[src/rtl/regfile_write_buffer_pkg.sv]
// rtl/regfile_write_buffer_pkg.sv - shared register-file constants and bypass types
package regfile_write_buffer_pkg;

    localparam int REG_AW = 5;
    localparam int REG_DW = 32;
    localparam logic [REG_AW-1:0] REG_ZERO = '0;
    localparam int WB_DEPTH = 4;

    typedef enum logic [1:0] {
        BYP_NONE = 2'd0,
        BYP_OUT  = 2'd1,
        BYP_FIFO = 2'd2
    } byp_src_e;

endpackage

[src/rtl/regfile_write_buffer_if.sv]
// rtl/regfile_write_buffer_if.sv - write-request, regfile-write and bypass signal bundle
interface regfile_write_buffer_if
    import regfile_write_buffer_pkg::*;
#(
    parameter int DEPTH = WB_DEPTH,
    parameter int AW    = REG_AW,
    parameter int DW    = REG_DW
);
    localparam int CW = $clog2(DEPTH + 1);

    logic          in_valid;
    logic          in_ready;
    logic [AW-1:0] in_addr;
    logic [DW-1:0] in_data;
    logic          wr_stall;
    logic          wr_enable;
    logic [AW-1:0] wr_addr;
    logic [DW-1:0] wr_data;
    logic [AW-1:0] rd_addr;
    logic          rd_hit;
    logic [DW-1:0] rd_data;
    logic [CW-1:0] count;
    logic          full;
    logic          empty;

    modport master (
        output in_valid, in_addr, in_data, wr_stall, rd_addr,
        input  in_ready, wr_enable, wr_addr, wr_data, rd_hit, rd_data, count, full, empty
    );

    modport slave (
        input  in_valid, in_addr, in_data, wr_stall, rd_addr,
        output in_ready, wr_enable, wr_addr, wr_data, rd_hit, rd_data, count, full, empty
    );

endinterface

[src/rtl/regfile_wb_fifo.sv]
// rtl/regfile_wb_fifo.sv - circular write queue exposing every entry for the bypass search
module regfile_wb_fifo #(
    parameter int DEPTH = 4,
    parameter int AW    = 5,
    parameter int DW    = 32
) (
    input  logic                           clk,
    input  logic                           reset,
    input  logic                           push_i,
    input  logic [AW-1:0]                  push_addr_i,
    input  logic [DW-1:0]                  push_data_i,
    input  logic                           pop_i,
    output logic [AW-1:0]                  head_addr_o,
    output logic [DW-1:0]                  head_data_o,
    output logic [DEPTH-1:0][AW-1:0]       entry_addr_o,
    output logic [DEPTH-1:0][DW-1:0]       entry_data_o,
    output logic [DEPTH-1:0]               entry_valid_o,
    output logic [$clog2(DEPTH)-1:0]       tail_o,
    output logic [$clog2(DEPTH+1)-1:0]     count_o,
    output logic                           full_o,
    output logic                           empty_o
);
    localparam int PW = $clog2(DEPTH);
    localparam int CW = $clog2(DEPTH + 1);

    logic [DEPTH-1:0][AW-1:0] addr_q;
    logic [DEPTH-1:0][DW-1:0] data_q;
    logic [DEPTH-1:0]         valid_q, valid_d;
    logic [PW-1:0]            head_q, head_d;
    logic [PW-1:0]            tail_q, tail_d;
    logic [CW-1:0]            count_q, count_d;
    logic                     full_q, empty_q;

    // Caller guarantees push only when not full and pop only when not empty,
    // so head and tail never target the same slot on one edge.
    always_comb begin
        head_d  = head_q;
        tail_d  = tail_q;
        count_d = count_q;
        valid_d = valid_q;
        if (push_i) begin
            valid_d[tail_q] = 1'b1;
            tail_d          = tail_q + PW'(1);
        end
        if (pop_i) begin
            valid_d[head_q] = 1'b0;
            head_d          = head_q + PW'(1);
        end
        case ({push_i, pop_i})
            2'b10:   count_d = count_q + CW'(1);
            2'b01:   count_d = count_q - CW'(1);
            default: count_d = count_q;
        endcase
    end

    always_ff @(posedge clk) begin
        if (reset) begin
            head_q  <= '0;
            tail_q  <= '0;
            count_q <= '0;
            valid_q <= '0;
            full_q  <= 1'b0;
            empty_q <= 1'b1;
        end else begin
            head_q  <= head_d;
            tail_q  <= tail_d;
            count_q <= count_d;
            valid_q <= valid_d;
            full_q  <= (count_d == CW'(DEPTH));
            empty_q <= (count_d == '0);
        end
    end

    always_ff @(posedge clk) begin
        if (push_i) begin
            addr_q[tail_q] <= push_addr_i;
            data_q[tail_q] <= push_data_i;
        end
    end

    assign head_addr_o   = addr_q[head_q];
    assign head_data_o   = data_q[head_q];
    assign entry_addr_o  = addr_q;
    assign entry_data_o  = data_q;
    assign entry_valid_o = valid_q;
    assign tail_o        = tail_q;
    assign count_o       = count_q;
    assign full_o        = full_q;
    assign empty_o       = empty_q;

endmodule

[src/rtl/regfile_write_buffer.sv]
// rtl/regfile_write_buffer.sv - queued write-back into the regfile write port with read bypass
module regfile_write_buffer
    import regfile_write_buffer_pkg::*;
#(
    parameter int DEPTH = WB_DEPTH,
    parameter int AW    = REG_AW,
    parameter int DW    = REG_DW
) (
    input  logic                   clk,
    input  logic                   reset,
    regfile_write_buffer_if.slave  bus
);
    localparam int PW = $clog2(DEPTH);
    localparam int CW = $clog2(DEPTH + 1);

    logic                     push, pop;
    logic [AW-1:0]            head_addr;
    logic [DW-1:0]            head_data;
    logic [DEPTH-1:0][AW-1:0] entry_addr;
    logic [DEPTH-1:0][DW-1:0] entry_data;
    logic [DEPTH-1:0]         entry_valid;
    logic [PW-1:0]            tail;
    logic [CW-1:0]            count;
    logic                     full, empty;

    logic                     wr_enable_q, wr_enable_d;
    logic [AW-1:0]            wr_addr_q, wr_addr_d;
    logic [DW-1:0]            wr_data_q, wr_data_d;

    byp_src_e                 byp_src;
    logic [DW-1:0]            byp_data;
    logic [PW-1:0]            idx;

    // Register-0 writes complete the handshake but are dropped here.
    assign bus.in_ready = !full;
    assign push = bus.in_valid && !full && (bus.in_addr != AW'(REG_ZERO));
    assign pop  = !empty && !bus.wr_stall;

    regfile_wb_fifo #(
        .DEPTH (DEPTH),
        .AW    (AW),
        .DW    (DW)
    ) u_fifo (
        .clk           (clk),
        .reset         (reset),
        .push_i        (push),
        .push_addr_i   (bus.in_addr),
        .push_data_i   (bus.in_data),
        .pop_i         (pop),
        .head_addr_o   (head_addr),
        .head_data_o   (head_data),
        .entry_addr_o  (entry_addr),
        .entry_data_o  (entry_data),
        .entry_valid_o (entry_valid),
        .tail_o        (tail),
        .count_o       (count),
        .full_o        (full),
        .empty_o       (empty)
    );

    always_comb begin
        wr_enable_d = 1'b0;
        wr_addr_d   = wr_addr_q;
        wr_data_d   = wr_data_q;
        if (pop) begin
            wr_enable_d = 1'b1;
            wr_addr_d   = head_addr;
            wr_data_d   = head_data;
        end
    end

    always_ff @(posedge clk) begin
        if (reset) begin
            wr_enable_q <= 1'b0;
            wr_addr_q   <= '0;
            wr_data_q   <= '0;
        end else begin
            wr_enable_q <= wr_enable_d;
            wr_addr_q   <= wr_addr_d;
            wr_data_q   <= wr_data_d;
        end
    end

    // Lowest priority first: output stage, then queue from oldest to youngest,
    // so the youngest matching entry is the last assignment and wins.
    always_comb begin
        byp_src  = BYP_NONE;
        byp_data = '0;
        idx      = '0;
        if (bus.rd_addr != AW'(REG_ZERO)) begin
            if (wr_enable_q && (wr_addr_q == bus.rd_addr)) begin
                byp_src  = BYP_OUT;
                byp_data = wr_data_q;
            end
            for (int k = DEPTH - 1; k >= 0; k--) begin
                idx = tail - PW'(1) - PW'(k);
                if (entry_valid[idx] && (entry_addr[idx] == bus.rd_addr)) begin
                    byp_src  = BYP_FIFO;
                    byp_data = entry_data[idx];
                end
            end
        end
    end

    assign bus.rd_hit    = (byp_src != BYP_NONE);
    assign bus.rd_data   = byp_data;
    assign bus.wr_enable = wr_enable_q;
    assign bus.wr_addr   = wr_addr_q;
    assign bus.wr_data   = wr_data_q;
    assign bus.count     = count;
    assign bus.full      = full;
    assign bus.empty     = empty;

endmodule
[src/flat_wrapper.sv]
// flat-port wrapper written by rule: the top's interface ports become plain ports
module regfile_write_buffer_flat import regfile_write_buffer_pkg::*;
#(
    parameter int DEPTH = WB_DEPTH,
    parameter int AW    = REG_AW,
    parameter int DW    = REG_DW
)
  (clk, reset, bus_in_valid, bus_in_addr, bus_in_data, bus_wr_stall, bus_rd_addr, bus_in_ready, bus_wr_enable, bus_wr_addr, bus_wr_data, bus_rd_hit, bus_rd_data, bus_count, bus_full, bus_empty);
  regfile_write_buffer_if #(.DEPTH(DEPTH), .AW(AW), .DW(DW)) bus_i ();
  input  logic clk;
  input  logic reset;
  input wire logic [$bits(bus_i.in_valid)-1:0] bus_in_valid;
  input wire logic [$bits(bus_i.in_addr)-1:0] bus_in_addr;
  input wire logic [$bits(bus_i.in_data)-1:0] bus_in_data;
  input wire logic [$bits(bus_i.wr_stall)-1:0] bus_wr_stall;
  input wire logic [$bits(bus_i.rd_addr)-1:0] bus_rd_addr;
  output wire logic [$bits(bus_i.in_ready)-1:0] bus_in_ready;
  output wire logic [$bits(bus_i.wr_enable)-1:0] bus_wr_enable;
  output wire logic [$bits(bus_i.wr_addr)-1:0] bus_wr_addr;
  output wire logic [$bits(bus_i.wr_data)-1:0] bus_wr_data;
  output wire logic [$bits(bus_i.rd_hit)-1:0] bus_rd_hit;
  output wire logic [$bits(bus_i.rd_data)-1:0] bus_rd_data;
  output wire logic [$bits(bus_i.count)-1:0] bus_count;
  output wire logic [$bits(bus_i.full)-1:0] bus_full;
  output wire logic [$bits(bus_i.empty)-1:0] bus_empty;
  assign bus_i.in_valid = bus_in_valid;
  assign bus_i.in_addr = bus_in_addr;
  assign bus_i.in_data = bus_in_data;
  assign bus_i.wr_stall = bus_wr_stall;
  assign bus_i.rd_addr = bus_rd_addr;
  assign bus_in_ready = bus_i.in_ready;
  assign bus_wr_enable = bus_i.wr_enable;
  assign bus_wr_addr = bus_i.wr_addr;
  assign bus_wr_data = bus_i.wr_data;
  assign bus_rd_hit = bus_i.rd_hit;
  assign bus_rd_data = bus_i.rd_data;
  assign bus_count = bus_i.count;
  assign bus_full = bus_i.full;
  assign bus_empty = bus_i.empty;
  regfile_write_buffer #(.DEPTH(DEPTH), .AW(AW), .DW(DW)) u_core (.clk(clk), .reset(reset), .bus(bus_i));
endmodule
[config.mk]
export PLATFORM = sky130hd
export DESIGN_NAME = regfile_write_buffer_flat
export DESIGN_NICKNAME = d
export VERILOG_FILES = /design/src/rtl/regfile_write_buffer_pkg.sv /design/src/rtl/regfile_write_buffer_if.sv /design/src/rtl/regfile_wb_fifo.sv /design/src/rtl/regfile_write_buffer.sv /design/src/flat_wrapper.sv
export SDC_FILE = /design/constraint.sdc
export NUM_CORES = 1
export LEC_CHECK = 0
export ABC_AREA = 0
export ABC_CLOCK_PERIOD_IN_PS = 4300
export CORE_MARGIN = 2
export CORE_UTILIZATION = 46
export DETAILED_ROUTE_END_ITERATION = 10
export GPL_TIMING_DRIVEN = 0
export HOLD_SLACK_MARGIN = 0.05
export MAX_ROUTING_LAYER = met4
export PLACE_DENSITY = 0.71
export SYNTH_ARGS = -nofsm -noshare
export SYNTH_HDL_FRONTEND = slang
export SYNTH_SLANG_ARGS = --single-unit
[constraint.sdc]
create_clock -name clk -period 4.3 [get_ports clk]
set_clock_uncertainty 0.15 [all_clocks]
set_input_delay 0.86 -clock clk [delete_from_list [all_inputs] [get_ports clk]]
set_output_delay 0.86 -clock clk [all_outputs]
set_load 0.01 [all_outputs]
==> metrics.csv <==
stage,metric,value,unit
setup_path,worst_path_largest_cell_delay,450,ps
yosys,synth_compound_area_frac,0.1311,
sta,hold_viol,0,
setup_path,path_cells,"buf_12, buf_12, buf_6, buf_8, mux2i_1, nor3_1, o2111ai_4, o21ai_4, clkbuf_4, o31ai_2, buf_2",
worst_hold_path,whs_path_depth,2,
yosys,synthXorXnorAreaFrac,0.02612,
power_and_ir_drop,p_int,4289,µW
global_route,antenna_found_initial,0,
power_and_ir_drop,p_sw,2362,µW
cells_and_area,stdcell_area,15450,µm²
sta,worst_pin_slew,1096,ps
cells_and_area,syn_to_final_growth,25.00,%
floorplanning,die_y,167.9,µm
setup_path,start_kind,flip-flop,
placed_design,place_ws,-909.1,ps
setup_path,crit_top_cell,buf_12,
yosys,synth-simple-area-share,0.08109,
detailed_routing,wl,38.47,mm
power_and_ir_drop,ir_drop,0.2699,mV
sta,relSlewSlack,0.2693,
global_route,track_usage,0.2713,
clocking,path_clk_slew,70,ps
power_and_ir_drop,power_per_cell_area,430.5,nW/µm²
cells_and_area,finalNonFillerCells,1500,
sta,rsz0062_at_grt,true,
cells_and_area,nFillCells,1992,
detailed_routing,drt_iter0_drc,1189,
yosys,synth_commonest_cells,"148 x edfxtp_1, 114 x nand2_1, 106 x mux4_2, 78 x a21oi_1, 60 x nor2_1",
yosys,synth.area.mux_share,0.2679,
sta,final.period_utilization,1.005,
floorplanning,core_area,26210,µm²
yosys,syn-num-nets,1039,
floorplanning,initial_core_util,0.4716,
setup_path,slowest_stage,mux2i_1,
clocking,cts_buffer_depth,2,
floorplanning,pin_count,123,
cells_and_area,drive_above_1_share,0.3348,
global_route,grt_pass1_vias,9472,
detailed_routing,drc,0,
placed_design,portBuffers,116,
power_and_ir_drop,pwr-share-seq,0.370,
yosys,async_flop_share,0,
yosys,yosys_warnings,0,
power_and_ir_drop,pwr-share-clk,0.232,
yosys,syn_inst,983,
cells_and_area,n_antenna_cell,0,
worst_hold_path,hold_start,u_core.bus.wr_addr[1],
power_and_ir_drop,combPwrFrac,0.398,
setup_path,crit_type,reg2out,
power_and_ir_drop,swShare,0.3551,
clocking,cts_buffers,17,
detailed_routing,post_drt_via_cell_ratio,6.568,
setup_path,path_max_fanout,10,
yosys,synthesis.area,12360,µm²
global_route,grt_overflow,0,
yosys,synth_area_leaders,"edfxtp_1 36%, mux4_2 19%, dfxtp_1 8.3%",
clocking,cts_hold_buffers,0,
setup_path,rrSetupSlack,1230,ps
detailed_routing,ant_nets,0,
status,run_status,"finished, violations left",
floorplanning,dieArea,28200,µm²
yosys,yosys.area.top_type,edfxtp_1,
setup_path,regToRegEndpoint,u_core.u_fifo.empty_o,
sta,fin_crit,4322,ps
status,violations,negative setup slack,
yosys,synth.avg_cell_area,12.57,µm²
global_route,grt_pass1_wl,55.72,mm
cells_and_area,multi_input_area,6793,µm²
floorplanning,die_w,167.9,µm
clocking,cts_max_level,4,
power_and_ir_drop,leakagePower,0.005151,µW
setup_path,reg2reg_depth,12,
detailed_routing,vias,9852,
yosys,yosysTopAreaCellShare,0.3596,
yosys,ys_seq_elements,199,
setup_path,required,3290,ps
cells_and_area,register_area,5469,µm²
clocking,clockRootBuffer,clkbuf_16,
sta,clock.fmax,231.4,MHz
setup_path,r2r-start,u_core.u_fifo.empty_o,
yosys,synth_fa_ha_area_frac,0.01073,
sta,final_max_slew_viol_count,0,
floorplanning,rows,59,
sta,finalSetupTns,-63.62,ps
detailed_routing,firstDrtPassIters,6,
yosys,seq_area_frac_synth,0.4422,
placed_design,gp_congestion,0.9360,
sta,postLayoutSetupSlackWorst,-21.80,ps
cells_and_area,nNetsFinal,1208,
worst_hold_path,hold_end,u_core.bus.wr_addr[1],
clocking,clk-insertion-delay-late,450,ps
placed_design,placed_area,14020,µm²
yosys,yosysMostFrequentCell,edfxtp_1,
setup_path,crit_arrival,3310,ps
global_route,grt_max_degree,24,
placed_design,dpl.cell_count,1438,
worst_hold_path,hold_path_class,reg2reg,
detailed_routing,wl_per_cell,25.65,µm
yosys,synth_top_family_by_area,multiplexers,
sta,setup_viol,4,
placed_design,dp_hpwl,25.39,mm
run,maxCapViolations,0,
clocking,tritoncts,yes,
clocking,cts.sinks,199,
setup_path,end_kind,output pin,
yosys,ys_types,48,
yosys,synth_edf_count,148,
yosys,synthFlopType,edfxtp_1,
sequential cells by signal, indices dropped and copies added, names as in the netlist:
name                         flops
u_core.bus.wr_addr               5
u_core.bus.wr_data              32
u_core.bus.wr_enable             1
u_core.u_fifo.count_o            3
u_core.u_fifo.empty_o            1
u_core.u_fifo.entry_addr_o      20
u_core.u_fifo.entry_data_o     128
u_core.u_fifo.entry_valid_o      4
u_core.u_fifo.full_o             1
u_core.u_fifo.head_q             2
u_core.u_fifo.tail_o             2
logic make-up (layout without fill, tap and decap cells):
group / after synthesis / count (layout)
AO/OA/AOI/OAI: 212 / 212
XOR/XNOR: 36 / 36
adder cells (fa/ha/maj): 10 / 10
buffers and inverters: 102 / 284
flip-flops: 199 / 199
multiplexers: 194 / 194
AND/OR/NAND/NOR: 230 / 230
final cells by class:
| cell class | count | area share |
|---|---|---|
| timing repair buffer | 151 | 0.09508 |
| clock inverter | 14 | 0.007856 |
| clock buffer | 18 | 0.02778 |
| buffer | 89 | 0.04527 |
| tap | 335 | 0.02713 |
| multi-input combinational | 682 | 0.4397 |
| sequential | 199 | 0.3540 |
| inverter | 12 | 0.003159 |
worst max-delay path by stage:
| stage | start | end | slack (ps) | depth (start not counted) |
|---|---|---|---|---|
| after floorplan | bus_rd_addr[2] | bus_rd_data[15] | 530 | 9 |
| after global placement | u_core.u_fifo.tail_o[0] | bus_rd_data[29] | -870 | 13 |
| after detailed placement | u_core.u_fifo.tail_o[0] | bus_rd_data[29] | -910 | 13 |
| after CTS | u_core.u_fifo.tail_o[0] | bus_rd_data[8] | -40 | 14 |
| after global routing | u_core.u_fifo.tail_o[0] | bus_rd_data[27] | -90 | 11 |
| final | u_core.u_fifo.tail_o[0] | bus_rd_data[27] | -20 | 11 |
worst max-delay path: cells and delay by family, from the launching register on:
kind / cells / cell delay (ps)
AND/OR/NAND/NOR: 1 / 150
buffers and inverters: 6 / 1040
flip-flops: 1 / 370
multiplexers: 1 / 450
AO/OA/AOI/OAI: 3 / 850
per-stage QoR:
step                      hold WS [ps]    util  power, µW
final                            336.9  0.5895       6651
after global routing             362.8  0.5895       6888
after CTS                        340.6  0.5737       6502
after detailed placement         330.6  0.5352       4872
after global placement           323.0  0.5319       4821
after floorplan                  312.2       -       4083
layout by cell type, fill, tap and decap left out, types with 10 or more instances in the layout:
| cell type | n |
|---|---|
| a211oi_2 | 29 |
| a21oi_1 | 76 |
| buf_12 | 14 |
| buf_2 | 46 |
| buf_4 | 24 |
| buf_6 | 17 |
| clkbuf_1 | 25 |
| clkbuf_16 | 21 |
| clkdlybuf4s50_1 | 83 |
| dfxtp_1 | 50 |
| edfxtp_1 | 148 |
| inv_1 | 10 |
| mux2_2 | 34 |
| mux2i_1 | 53 |
| mux4_2 | 106 |
| nand2_1 | 113 |
| nor2_1 | 55 |
| nor2b_1 | 32 |
| o211ai_1 | 30 |
| o22ai_1 | 24 |
| o31ai_2 | 18 |
| xnor2_1 | 17 |
| xor2_1 | 14 |
routing by layer:
layer / up-vias / routed length (µm) / GRT usage
met5: - / 0 / -
met4: 0 / 1556 / 0.1248
met3: 122 / 3571 / 0.05078
met2: 666 / 18080 / 0.4138
met1: 4889 / 15260 / 0.3548
li1: 4175 / - / -
power groups by stage:
stage                     registers [µW]  clock network [µW]  logic, µW
after global routing                2480                1620       2780
after global placement              2500                   0       2320
after detailed placement            2490                   0       2380
final                               2460                1550       2650
after CTS                           2450                1540       2510
after floorplan                     2480                   0       1610
timing repair:
action,in CTS,in global routing
resized for setup,221,73
gates cloned,1,4
pin swaps,19,22
setup buffers,16,10
setup endpoints to repair,33,33
Power figures use the tool's default switching activity.
